$ cat src/rtl/store_align_unit_pkg.sv
// Shared definitions for the store alignment path.
// Size encodings match the load-side extender so decode can drive both units
// straight from funct3[1:0]. Also holds the FSM state type and the lane-mask
// and truncation helpers used by the lane packer.
package store_align_unit_pkg;

  localparam logic [1:0] SZ_B   = 2'b00;
  localparam logic [1:0] SZ_H   = 2'b01;
  localparam logic [1:0] SZ_W   = 2'b10;
  localparam logic [1:0] SZ_RSV = 2'b11;

  typedef enum logic [1:0] {
    IDLE  = 2'b00,
    BEAT0 = 2'b01,
    BEAT1 = 2'b10
  } state_e;

  // Unshifted byte-lane masks for each access size.
  localparam logic [3:0] LANE_MASK_B = 4'b0001;
  localparam logic [3:0] LANE_MASK_H = 4'b0011;
  localparam logic [3:0] LANE_MASK_W = 4'b1111;

  // Lane mask for a size; the reserved encoding yields no lanes.
  function automatic logic [3:0] size_lane_mask(input logic [1:0] size);
    logic [3:0] m;
    case (size)
      SZ_B:    m = LANE_MASK_B;
      SZ_H:    m = LANE_MASK_H;
      SZ_W:    m = LANE_MASK_W;
      default: m = 4'b0000;
    endcase
    return m;
  endfunction

  // Zero-extended register value truncated to the access width.
  function automatic logic [31:0] size_truncate(input logic [31:0] wdata,
                                                input logic [1:0]  size);
    logic [31:0] t;
    case (size)
      SZ_B:    t = {24'h000000, wdata[7:0]};
      SZ_H:    t = {16'h0000, wdata[15:0]};
      SZ_W:    t = wdata;
      default: t = 32'h00000000;
    endcase
    return t;
  endfunction

endpackage

$ cat src/rtl/store_lane_packer.sv
// Combinational lane packer for stores.
// Shifts the truncated write data and its byte mask across an 8-lane window
// (two consecutive words) according to the byte offset.
// Ports:
//   off      in  2   byte offset within the word (addr[1:0])
//   size     in  2   access size encoding
//   wdata    in  32  register value
//   data64   out 64  lane-shifted data; [63:32] belongs to the next word
//   mask8    out 8   lane-shifted byte enables; [7:4] belongs to the next word
//   split    out 1   access touches the next word
//   size_bad out 1   reserved size encoding
module store_lane_packer
  import store_align_unit_pkg::*;
(
  input  logic [1:0]  off,
  input  logic [1:0]  size,
  input  logic [31:0] wdata,
  output logic [63:0] data64,
  output logic [7:0]  mask8,
  output logic        split,
  output logic        size_bad
);

  // Shift data and mask into lanes; anything spilling above lane 3 needs a second beat.
  always_comb begin
    data64   = {32'h00000000, size_truncate(wdata, size)} << {off, 3'b000};
    mask8    = {4'b0000, size_lane_mask(size)} << off;
    split    = (mask8[7:4] != 4'b0000);
    size_bad = (size == SZ_RSV);
  end

endmodule

$ cat src/rtl/store_align_unit.sv
// Store alignment unit: truncates a register value to SB/SH/SW width and issues
// word-aligned memory write beats with byte enables. Stores crossing a word
// boundary become two beats (or are rejected when SPLIT_EN=0).
// Ports:
//   clk, rst                     clock, asynchronous active-high reset
//   req_valid/req_ready          request handshake (ready only in IDLE)
//   req_addr/req_wdata/req_size  byte address, register value, size
//   mem_valid/mem_ready          write beat handshake
//   mem_addr/mem_wdata/mem_be    word-aligned address, lane data, byte enables
//   done                         pulse after the final beat is accepted
//   err                          pulse after a rejected request
module store_align_unit
  import store_align_unit_pkg::*;
#(
  parameter int unsigned ADDR_W   = 32,
  parameter bit          SPLIT_EN = 1'b1
) (
  input  logic              clk,
  input  logic              rst,
  input  logic              req_valid,
  output logic              req_ready,
  input  logic [ADDR_W-1:0] req_addr,
  input  logic [31:0]       req_wdata,
  input  logic [1:0]        req_size,
  output logic              mem_valid,
  input  logic              mem_ready,
  output logic [ADDR_W-1:0] mem_addr,
  output logic [31:0]       mem_wdata,
  output logic [3:0]        mem_be,
  output logic              done,
  output logic              err
);

  localparam logic [ADDR_W-3:0] WORD_STEP = {{(ADDR_W-3){1'b0}}, 1'b1};

  state_e            state_q, state_d;
  logic              mem_valid_q, mem_valid_d;
  logic [ADDR_W-1:0] mem_addr_q, mem_addr_d;
  logic [31:0]       mem_wdata_q, mem_wdata_d;
  logic [3:0]        mem_be_q, mem_be_d;
  logic [31:0]       hi_data_q, hi_data_d;
  logic [3:0]        hi_be_q, hi_be_d;
  logic              done_q, done_d;
  logic              err_q, err_d;

  logic [63:0]       data64_s;
  logic [7:0]        mask8_s;
  logic              split_s;
  logic              size_bad_s;
  logic              reject_s;

  store_lane_packer u_packer (
    .off      (req_addr[1:0]),
    .size     (req_size),
    .wdata    (req_wdata),
    .data64   (data64_s),
    .mask8    (mask8_s),
    .split    (split_s),
    .size_bad (size_bad_s)
  );

  // Reject reserved sizes, and boundary-crossing stores when splitting is disabled.
  always_comb begin
    reject_s = size_bad_s || (split_s && (SPLIT_EN == 1'b0));
  end

  // Next-state and beat register logic.
  always_comb begin
    state_d     = state_q;
    mem_valid_d = mem_valid_q;
    mem_addr_d  = mem_addr_q;
    mem_wdata_d = mem_wdata_q;
    mem_be_d    = mem_be_q;
    hi_data_d   = hi_data_q;
    hi_be_d     = hi_be_q;
    done_d      = 1'b0;
    err_d       = 1'b0;
    case (state_q)
      IDLE: begin
        if (req_valid) begin
          if (reject_s) begin
            err_d = 1'b1;
          end else begin
            state_d     = BEAT0;
            mem_valid_d = 1'b1;
            mem_addr_d  = {req_addr[ADDR_W-1:2], 2'b00};
            mem_wdata_d = data64_s[31:0];
            mem_be_d    = mask8_s[3:0];
            // Upper half is parked until beat0 completes; zero enables mean no beat1.
            hi_data_d   = data64_s[63:32];
            hi_be_d     = mask8_s[7:4];
          end
        end else begin
          state_d = IDLE;
        end
      end
      BEAT0: begin
        if (mem_ready) begin
          if (hi_be_q != 4'b0000) begin
            state_d     = BEAT1;
            // Word-granular increment wraps from the top word back to 0.
            mem_addr_d  = {mem_addr_q[ADDR_W-1:2] + WORD_STEP, 2'b00};
            mem_wdata_d = hi_data_q;
            mem_be_d    = hi_be_q;
          end else begin
            state_d     = IDLE;
            mem_valid_d = 1'b0;
            done_d      = 1'b1;
          end
        end else begin
          state_d = BEAT0;
        end
      end
      BEAT1: begin
        if (mem_ready) begin
          state_d     = IDLE;
          mem_valid_d = 1'b0;
          done_d      = 1'b1;
        end else begin
          state_d = BEAT1;
        end
      end
      default: begin
        state_d     = IDLE;
        mem_valid_d = 1'b0;
      end
    endcase
  end

  // State and output registers; reset abandons any beat in flight.
  always_ff @(posedge clk or posedge rst) begin
    if (rst) begin
      state_q     <= IDLE;
      mem_valid_q <= 1'b0;
      mem_addr_q  <= '0;
      mem_wdata_q <= 32'h00000000;
      mem_be_q    <= 4'b0000;
      hi_data_q   <= 32'h00000000;
      hi_be_q     <= 4'b0000;
      done_q      <= 1'b0;
      err_q       <= 1'b0;
    end else begin
      state_q     <= state_d;
      mem_valid_q <= mem_valid_d;
      mem_addr_q  <= mem_addr_d;
      mem_wdata_q <= mem_wdata_d;
      mem_be_q    <= mem_be_d;
      hi_data_q   <= hi_data_d;
      hi_be_q     <= hi_be_d;
      done_q      <= done_d;
      err_q       <= err_d;
    end
  end

  assign req_ready = (state_q == IDLE);
  assign mem_valid = mem_valid_q;
  assign mem_addr  = mem_addr_q;
  assign mem_wdata = mem_wdata_q;
  assign mem_be    = mem_be_q;
  assign done      = done_q;
  assign err       = err_q;

endmodule

$ cat config.mk
export PLATFORM = sky130hd
export DESIGN_NAME = store_align_unit
export DESIGN_NICKNAME = d
export VERILOG_FILES = /design/src/rtl/store_align_unit_pkg.sv /design/src/rtl/store_lane_packer.sv /design/src/rtl/store_align_unit.sv
export SDC_FILE = /design/constraint.sdc
export NUM_CORES = 1
export LEC_CHECK = 0
export CAP_MARGIN = 0
export CORE_MARGIN = 5
export CORE_UTILIZATION = 30
export DETAILED_ROUTE_END_ITERATION = 6
export PLACE_DENSITY = 0.63
export SETUP_SLACK_MARGIN = 0.5
export SLEW_MARGIN = 15
export SYNTH_ARGS = -nofsm -noshare
export SYNTH_HDL_FRONTEND = slang
export SYNTH_SLANG_ARGS = --single-unit
export TNS_END_PERCENT = 50
$ cat constraint.sdc
create_clock -name clk -period 2.9 [get_ports clk]
set_clock_uncertainty 0.1 [all_clocks]
set_input_delay 0.435 -clock clk [delete_from_list [all_inputs] [get_ports clk]]
set_output_delay 0.435 -clock clk [all_outputs]
set_load 0.01 [all_outputs]
==> impl_metrics.env, run 1 <==
export IMPL_status="completed"
export IMPL_reg2reg_depth=7
export IMPL_pin_count=142
export IMPL_cts_path_max_buffers=2
export IMPL_worstPathCellList="inv_1, ha_1, buf_4, clkdlybuf4s50_1"
export IMPL_yosys_warnings=0
export IMPL_cp_depth=4
export IMPL_first_iter_violations=334
export IMPL_diodes=0
export IMPL_setup_viol=0
export IMPL_nets=840
export IMPL_grt_max_degree=99
export IMPL_post_cts_buffers=0
export IMPL_yosys_register_bits=98
export IMPL_start_kind="register"
export IMPL_dp_slack_ns=-0.0581
export IMPL_ys_async_sr_fraction=1.00
export IMPL_fillers=1786
export IMPL_clock_sinks=98
export IMPL_cp_required_ns=2.37
export IMPL_vias=5398
export IMPL_layout_min_cycle_time_ns=2.34
export IMPL_synth_commonest_cells="dfrtp_1, nand2_1, nor2_1"
export IMPL_drc=0
export IMPL_hold_path_class="register to register"
export IMPL_p_per_area_mw_per_mm2=1040
export IMPL_synthAdderAreaFrac=0.0249
export IMPL_portBuffers=139
export IMPL_cp_slowest_stage_delay_ns=0.53
export IMPL_hpwl_mm=13.5
export IMPL_route_met2_wl_mm=8.19
export IMPL_synth_cells=629
export IMPL_min_period_over_period=0.806
export IMPL_firstDrtPassIters=5
export IMPL_htreeDepth=3
export IMPL_p_total_mw=7.96
export IMPL_slew_headroom=0.570
export IMPL_cp_max_fo=6
export IMPL_synth_most_common_cell="dfrtp_1"
export IMPL_synth_top_family_by_area="compound AO/OA/AOI/OAI gates"
export IMPL_grt_antenna_before_repair=0
export IMPL_critPathKind="register to output port"
export IMPL_synth_area_leader_cell="dfrtp_1"
export IMPL_max_freq_mhz=428
export IMPL_drive_gt1_frac=0.110
export IMPL_synth_xor_area_share=0
export IMPL_p_leak_nw=3.10
export IMPL_cap_violations=0
export IMPL_slowest_stage="clkdlybuf4s50_1"
export IMPL_yosys_most_used_dff="dfrtp_1"
export IMPL_critPathLaunch="state_q[0]"
export IMPL_end_kind="output port"
export IMPL_ant_nets=0
export IMPL_worst_ir_drop_vdd_v=0.000359
export IMPL_cpLargestDelayFamily="buffers and inverters"
export IMPL_viasPerCell=5.44
export IMPL_tightest_slew_ns=0.642
export IMPL_clk_latency_ns=0.35
export IMPL_cts_tree="built"
export IMPL_overflow=0
export IMPL_hold_path_depth=2
export IMPL_wirelength_mm=18.6
export IMPL_setup_tns_ns=0
export IMPL_num_rows=49
export IMPL_cp_num_buf_inv=3
export IMPL_grt_usage=0.172
export IMPL_fp_dieH_um=146
export IMPL_yosysUniqueCellTypes=59
export IMPL_core_mm2=0.0181
export IMPL_ys_seq_area_frac=0.443
export IMPL_routabilityCongestion=0.860
export IMPL_postLayoutCoreUtil=0.423
export IMPL_synth_avg_cell_area_um2=8.80
export IMPL_grt_pass1_wl_mm=29.4
export IMPL_dpl_cell_area_mm2=0.00728
export IMPL_dr_wl_met3_mm=1.69
export IMPL_wl_met1_mm=8.50
export IMPL_hold_start="hi_data_q[7]"
export IMPL_dr_max_layer_used="met4"
export IMPL_synth_area_mm2=0.00553
export IMPL_r2r_start="mem_addr[2]"
export IMPL_cts_buffers_inserted=9
export IMPL_whs_ns=0.387
export IMPL_path_clk_slew_ns=0.07
export IMPL_layout_cells_non_filler=993
export IMPL_multiInputGateArea_mm2=0.00290
export IMPL_register_area_mm2=0.00245
export IMPL_synth_area_leaders="dfrtp_1, nand2_1, nor2_1"
export IMPL_hold_buffers=0
export IMPL_synth_edff_count=0
export IMPL_synth_simple_area_share=0.205
export IMPL_grt_pass1_vias=5120
export IMPL_ctsRootBufferMaster="clkbuf_16"
export IMPL_synth_compound_area_frac=0.252
export IMPL_finalHoldViolations=0
export IMPL_routedWlPerCell_um=18.7
export IMPL_fin_ws_ns=0.564
export IMPL_final_area_mm2=0.00764
export IMPL_start_util=0.306
export IMPL_drv_slew=0
export IMPL_yosysTopAreaCellShare=0.443
export IMPL_worst_ep_arrival_time_ns=1.80
export IMPL_rsz0062_at_grt="yes"
export IMPL_area_growth_pct=38.2
export IMPL_die_w_um=146
export IMPL_die_area_mm2=0.0213
export IMPL_place_inst=977
export IMPL_synthMuxAreaShare=0.0260
==> worst min-delay path: stages, from the launching register on <==
cell and delay (ns):
dfrtp_1 0.35, nand2_1 0.05, o21ai_0 0.06
==> area by class of cell <==
| type | instances | share of cell area |
|---|---|---|
| clock inverters | 7 | 0.00998 |
| multi-input cells | 469 | 0.379 |
| inverters | 15 | 0.00786 |
| clock buffers | 9 | 0.0295 |
| flip-flops and latches | 98 | 0.321 |
| well taps | 229 | 0.0375 |
| repair buffers | 166 | 0.215 |
==> flip-flops by register name, summed over array words and instances (netlist names) <==
register   count
mem_valid      1
hi_data_q     24
mem_wdata     32
err            1
done           1
hi_be_q        3
mem_addr      30
mem_be         4
state_q        2
==> layout by cell type (no fill, tap or decap), types with 3 or more instances in the layout <==
master / n
buf_12: 4
and3_1: 5
clkbuf_16: 9
o21ai_0: 47
clkdlybuf4s50_1: 138
nand4_1: 13
dfrtp_1: 97
nor2_1: 69
nand3_1: 17
ha_1: 9
a21oi_1: 34
a221oi_2: 5
inv_1: 13
a31oi_1: 3
a2bb2oi_1: 13
or2_2: 3
nand2b_1: 11
a221oi_1: 13
o22ai_1: 23
nor4_1: 4
mux2_2: 11
buf_4: 23
a211oi_1: 3
a22o_1: 14
clkinvlp_4: 3
nor3_1: 10
a22oi_1: 11
a221o_1: 7
a32o_1: 8
nand2_1: 88
==> routing by layer <==
layer  GRT usage  vias to the layer above
li1            -                     2583
met1       0.254                     2554
met2       0.252                      248
met3      0.0470                       13
met4      0.0366                        0
met5           0                        -
==> kinds of logic (layout without fill, tap and decap cells) <==
logic type,after synthesis,count (layout)
muxes,13,13
and+or+nand+nor,242,242
other,1,2
adders and majority gates,11,11
AOI/OAI and AO/OA,201,201
buffers and inverters,63,197
DFF,98,98
==> power by group <==
part / leakage, nW / switching, mW / total [mW] / internal, mW
Combinational: 1.72 / 2.23 / 4.24 / 2.01
Sequential: 1.23 / 0.565 / 2.48 / 1.92
Clock: 0.142 / 0.564 / 1.24 / 0.676
==> repair_timing <==
item,in CTS,in global routing
gates resized for setup,4,11
gates cloned,0,0
endpoints found under the setup margin,42,45
==> path summary, 6_finish.rpt <==
path | to | slack, ns
max | req_ready | 0.56
min | hi_data_q[7] | 0.39
max reg2reg | mem_addr[26] | 0.70
min reg2reg | hi_data_q[7] | 0.39
max in group asynchronous | mem_addr[3] | 1.77
min in group asynchronous | hi_data_q[20] | 0.45
(Power assumes the default switching activity.)
==> inputs of run 2 (changes only) <==
==> constraint.sdc (replaced) <==
create_clock -name clk -period 2.1 [get_ports clk]
set_clock_uncertainty 0.1 [all_clocks]
set_input_delay 0.315 -clock clk [delete_from_list [all_inputs] [get_ports clk]]
set_output_delay 0.315 -clock clk [all_outputs]
set_load 0.01 [all_outputs]
==> impl_metrics.env, run 2 (synthesis gave the netlist of run 1 again) <==
export IMPL_status="completed"
export IMPL_routedWlPerCell_um=20.9
export IMPL_reg2reg_setup_slack_ns=0.05
export IMPL_portBuffers=139
export IMPL_cp_num_buf_inv=1
export IMPL_num_rows=49
export IMPL_firstDrtPassIters=4
export IMPL_critPathKind="register to register"
export IMPL_cap_violations=0
export IMPL_core_mm2=0.0181
export IMPL_vias=6112
export IMPL_setup_viol=0
export IMPL_cts_path_max_buffers=2
export IMPL_pin_count=142
export IMPL_worst_ir_drop_vdd_v=0.000689
export IMPL_hold_path_class="primary input to asynchronous set/reset pin"
export IMPL_rsz0062_at_grt="yes"
export IMPL_whs_ns=0.358
export IMPL_hpwl_mm=14.3
export IMPL_die_area_mm2=0.0213
export IMPL_die_w_um=146
export IMPL_cp_slowest_stage_delay_ns=0.44
export IMPL_mostFrequentLayoutCell="clkdlybuf4s50_1"
export IMPL_first_iter_violations=546
export IMPL_cp_max_fo=6
export IMPL_p_leak_nw=3.97
export IMPL_slowest_stage="dfrtp_2"
export IMPL_grt_max_degree=99
export IMPL_overflow=0
export IMPL_slew_headroom=0.626
export IMPL_cts_tree="built"
export IMPL_tightest_slew_ns=0.560
export IMPL_end_kind="register"
export IMPL_clk_latency_ns=0.35
export IMPL_area_growth_pct=70.5
export IMPL_drc=0
export IMPL_ant_nets=0
export IMPL_nets=942
export IMPL_grt_antenna_before_repair=0
export IMPL_grt_pass1_wl_mm=33.3
export IMPL_cts_buffers_inserted=9
export IMPL_finalHoldViolations=0
export IMPL_cp_required_ns=2.27
export IMPL_start_util=0.306
export IMPL_drv_slew=0
export IMPL_fillers=1549
export IMPL_min_period_over_period=0.975
export IMPL_path_clk_slew_ns=0.07
export IMPL_htreeDepth=3
export IMPL_grt_usage=0.196
export IMPL_worst_ep_arrival_time_ns=2.22
export IMPL_p_per_area_mw_per_mm2=1620
export IMPL_largest_register_ff_count=32
export IMPL_fin_ws_ns=0.0522
export IMPL_drive_gt1_frac=0.320
export IMPL_viasPerCell=5.58
export IMPL_ctsRootBufferMaster="clkbuf_16"
export IMPL_hold_buffers=0
export IMPL_clock_sinks=98
export IMPL_grt_pass1_vias=5891
export IMPL_wirelength_mm=22.9
export IMPL_fp_dieH_um=146
export IMPL_start_kind="register"
export IMPL_diodes=0
export IMPL_setup_tns_ns=0
export IMPL_max_freq_mhz=488
export IMPL_cpLargestDelayFamily="simple AND/OR/NAND/NOR gates"
export IMPL_layout_min_cycle_time_ns=2.05
export IMPL_worstPathCellList="ha_4, nand2b_4, o21ai_2, or3_4, buf_12, a221oi_2, nor3b_2"
export IMPL_layout_common_cells="clkdlybuf4s50_1, dfrtp_1, buf_4"
export IMPL_routabilityCongestion=0.879
export IMPL_dp_slack_ns=-0.616
[run 2: cell count changes in the layout (fill, tap and decap cells not counted), sizes merged]
cell           delta
bufinv            +2
clkinv            -3
dlymetal6s2s      +5
clkdlybuf4s50    -10
buf              +98
clkdlybuf4s15     +2
clkbuf            +8
dlygate4sd2       +1
clkinvlp          -2
inv               +1
[run 2: stage by stage]
| step | util | cell area, um^2 | power, mW | instances |
|---|---|---|---|---|
| CTS | 0.487 | 8800 | 13.5 | 1065 |
| global placement | 0.422 | 7630 | 9.69 | 1024 |
| global route | 0.522 | 9430 | 16.0 | 1095 |
| floorplan | - | 5540 | 6.67 | 630 |
| finish | 0.522 | 9430 | 15.2 | 1095 |
| detailed placement | 0.422 | 7630 | 9.81 | 1024 |
[run 2: worst paths after layout]
kind	start	endpoint	cells after the start
setup / recovery	state_q[0]	mem_addr[31]	7
hold / removal	rst	hi_data_q[19]	3
setup reg to reg	state_q[0]	mem_addr[31]	7
hold reg to reg	mem_wdata[25]	mem_wdata[25]	2
max in group asynchronous	rst	mem_addr[4]	3
min in group clk	mem_wdata[25]	mem_wdata[25]	2
[run 2: area by class of cell]
type,instances,area [um^2],area share
inverter,15,67.6,0.00716
multi-input combinational,469,3390,0.359
clock inverter,5,108,0.0114
tap,229,287,0.0304
clock buffer,11,243,0.0257
timing repair buffer,268,2880,0.305
sequential,98,2460,0.261
[run 2: worst register-to-register path, stage by stage, from the launching register on]
cell and delay [ns]:
dfrtp_2 0.44, ha_4 0.21, nand2b_4 0.08, o21ai_2 0.06, or3_4 0.42, buf_12 0.17, a221oi_2 0.26, nor3b_2 0.21
[run 2: metal layers]
metal / up-vias / track usage / share of wire
li1: 2792 / - / -
met1: 2981 / 0.265 / 0.43
met2: 308 / 0.314 / 0.47
met3: 31 / 0.0548 / 0.087
met4: 0 / 0.0437 / 0.017
met5: - / 0 / 0
[run 2: repair_timing]
item                                    4_1_cts  5_1_grt
gates resized for setup                     143       79
endpoints found under the setup margin      166      166
cloned                                        8        6
pin swaps                                    23       29
buffers inserted                             17       24
[run 2: report_power, final]
part	switching [mW]	internal, mW	leakage (nW)
registers	0.710	2.66	1.22
clock network	0.773	1.21	0.171
logic	4.66	5.24	2.58
total	6.14	9.10	3.97
==> inputs of run 3 (changes only) <==
--- a/config.mk
+++ b/config.mk
@@ -5,6 +5,7 @@
 export SDC_FILE = /design/constraint.sdc
 export NUM_CORES = 1
 export LEC_CHECK = 0
+export ABC_AREA = 1
 export CAP_MARGIN = 0
 export CORE_MARGIN = 5
 export CORE_UTILIZATION = 30
==> impl_metrics.env, run 3 <==
export IMPL_status="completed"
export IMPL_p_leak_nw=4.34
export IMPL_yosysTopAreaCellShare=0.412
export IMPL_synth_cells=856
export IMPL_cap_violations=0
export IMPL_overflow=0
export IMPL_clock_sinks=98
export IMPL_clk_latency_ns=0.36
export IMPL_ctsRootBufferMaster="clkbuf_16"
export IMPL_postLayoutCoreUtil=0.480
export IMPL_min_period_over_period=0.880
export IMPL_drive_gt1_frac=0.195
export IMPL_num_rows=51
export IMPL_synth_edff_count=0
export IMPL_wirelength_mm=23.9
export IMPL_grt_max_degree=70
export IMPL_diodes=0
export IMPL_grt_pass1_wl_mm=37.0
export IMPL_pin_count=142
export IMPL_worst_ir_drop_vdd_v=0.000597
export IMPL_hold_path_class="primary input to asynchronous set/reset pin"
export IMPL_synth_commonest_cells="nand2_1, nor2_1, dfrtp_1"
export IMPL_mostFrequentLayoutCell="nand2_1"
export IMPL_htreeDepth=3
export IMPL_grt_usage=0.210
export IMPL_die_w_um=151
export IMPL_finalHoldViolations=0
export IMPL_grt_antenna_before_repair=0
export IMPL_synth_area_leaders="dfrtp_1, nand2_1, nor2_1"
export IMPL_first_iter_violations=447
export IMPL_firstDrtPassIters=5
export IMPL_ys_seq_area_frac=0.412
export IMPL_cp_max_fo=5
export IMPL_cts_buffers_inserted=9
export IMPL_setup_viol=0
export IMPL_hpwl_mm=16.2
export IMPL_start_util=0.305
export IMPL_viasPerCell=4.97
export IMPL_drv_slew=0
export IMPL_cp_required_ns=2.26
export IMPL_cts_path_max_buffers=2
export IMPL_grt_pass1_vias=6784
export IMPL_start_kind="register"
export IMPL_layout_min_cycle_time_ns=1.85
export IMPL_area_growth_pct=57.5
export IMPL_max_freq_mhz=541
export IMPL_nets=1156
export IMPL_routabilityCongestion=0.941
export IMPL_final_area_mm2=0.00937
export IMPL_synth_area_leader_cell="dfrtp_1"
export IMPL_synth_most_common_cell="nand2_1"
export IMPL_vias=6688
export IMPL_end_kind="register"
export IMPL_fin_ws_ns=0.252
export IMPL_dpl_cell_area_mm2=0.00811
export IMPL_rsz0062_at_grt="yes"
export IMPL_die_area_mm2=0.0228
export IMPL_yosys_warnings=0
export IMPL_yosysUniqueCellTypes=35
export IMPL_largest_register_ff_count=32
export IMPL_synth_area_mm2=0.00595
export IMPL_yosys_register_bits=98
export IMPL_routedWlPerCell_um=17.7
export IMPL_fp_dieH_um=151
export IMPL_dp_slack_ns=-0.256
export IMPL_p_per_area_mw_per_mm2=1560
export IMPL_hold_buffers=0
export IMPL_synth_avg_cell_area_um2=6.95
export IMPL_critPathKind="register to register"
export IMPL_ys_async_sr_fraction=1.00
export IMPL_core_mm2=0.0195
export IMPL_drc=0
export IMPL_yosys_most_used_dff="dfrtp_1"
export IMPL_path_clk_slew_ns=0.07
export IMPL_worst_ep_arrival_time_ns=2.00
export IMPL_portBuffers=139
export IMPL_cts_tree="built"
export IMPL_ant_nets=0
export IMPL_layout_common_cells="nand2_1, clkdlybuf4s50_1, nor2_1"
-- run 3: critical path: stages (launching register included) --
cell and delay (ns):
dfrtp_1 0.44, inv_2 0.08, ha_4 0.19, o21ai_2 0.07, buf_4 0.15, nand4_4 0.13
buf_4 0.17, buf_4 0.15, buf_4 0.15, nand2_1 0.07, nand2_1 0.05
-- run 3: layer usage --
layer | GRT usage | up-vias | wire [um]
met4 | 0.0730 | 0 | 666
met5 | 0 | - | 0
met1 | 0.269 | 3165 | 9840
met2 | 0.351 | 272 | 11500
met3 | 0.0452 | 40 | 1820
li1 | - | 3211 | -
-- run 3: worst paths after layout --
| check | start | cells after the start | slack [ns] | endpoint |
|---|---|---|---|---|
| max in group asynchronous | rst | 3 | 1.20 | mem_addr[4] |
| worst max register to register | state_q[0] | 10 | 0.25 | mem_wdata[23] |
| worst max-delay path | state_q[0] | 10 | 0.25 | mem_wdata[23] |
| min in group clk | mem_be[1] | 2 | 0.38 | mem_be[1] |
| worst min-delay path | rst | 3 | 0.32 | mem_addr[6] |
| worst min register to register | mem_be[1] | 2 | 0.38 | mem_be[1] |
-- run 3: metrics by stage --
step / hold slack (ns) / power [mW] / setup TNS [ns] / std cells
after CTS: 0.355 / 14.3 / 0 / 1336
after global routing: 0.383 / 15.7 / 0 / 1345
after detailed placement: 0.365 / 10.6 / -9.55 / 1292
after floorplan: 0.325 / 7.19 / 0 / 857
after global placement: 0.363 / 10.5 / -7.54 / 1292
final: 0.317 / 14.6 / 0 / 1345
-- run 3: report_power, final --
group / internal (mW) / switching (mW)
Combinational: 4.53 / 4.63
Sequential: 2.72 / 0.727
Clock: 1.18 / 0.825
Total: 8.42 / 6.18
-- run 3: logic make-up (layout without fill, tap and decap cells) --
group / after synthesis / count (layout) / synth area share
flops: 98 / 98 / 0.412
simple gates: 467 / 468 / 0.326
xor+xnor: 1 / 1 / 0.00147
buf+inv: 115 / 337 / 0.0788
fa+ha+maj: 11 / 11 / 0.0231
compound gates: 163 / 163 / 0.158
other cells: 1 / 2 / 0.000630
-- run 3: repair_timing --
item / in CTS / in global routing
pin swaps: 14 / 9
resized for setup: 129 / 41
cloned: 9 / 2
endpoints found under the setup margin: 165 / 163
buffers inserted: 19 / 7
-- run 3: cell type report --
cell class | count | area [um^2]
clock buffer | 9 | 225
timing repair buffer | 239 | 2590
clock inverter | 7 | 123
tap | 265 | 332
multi-input combinational | 645 | 3320
inverter | 82 | 322
fill | 1903 | 10200
sequential | 98 | 2460
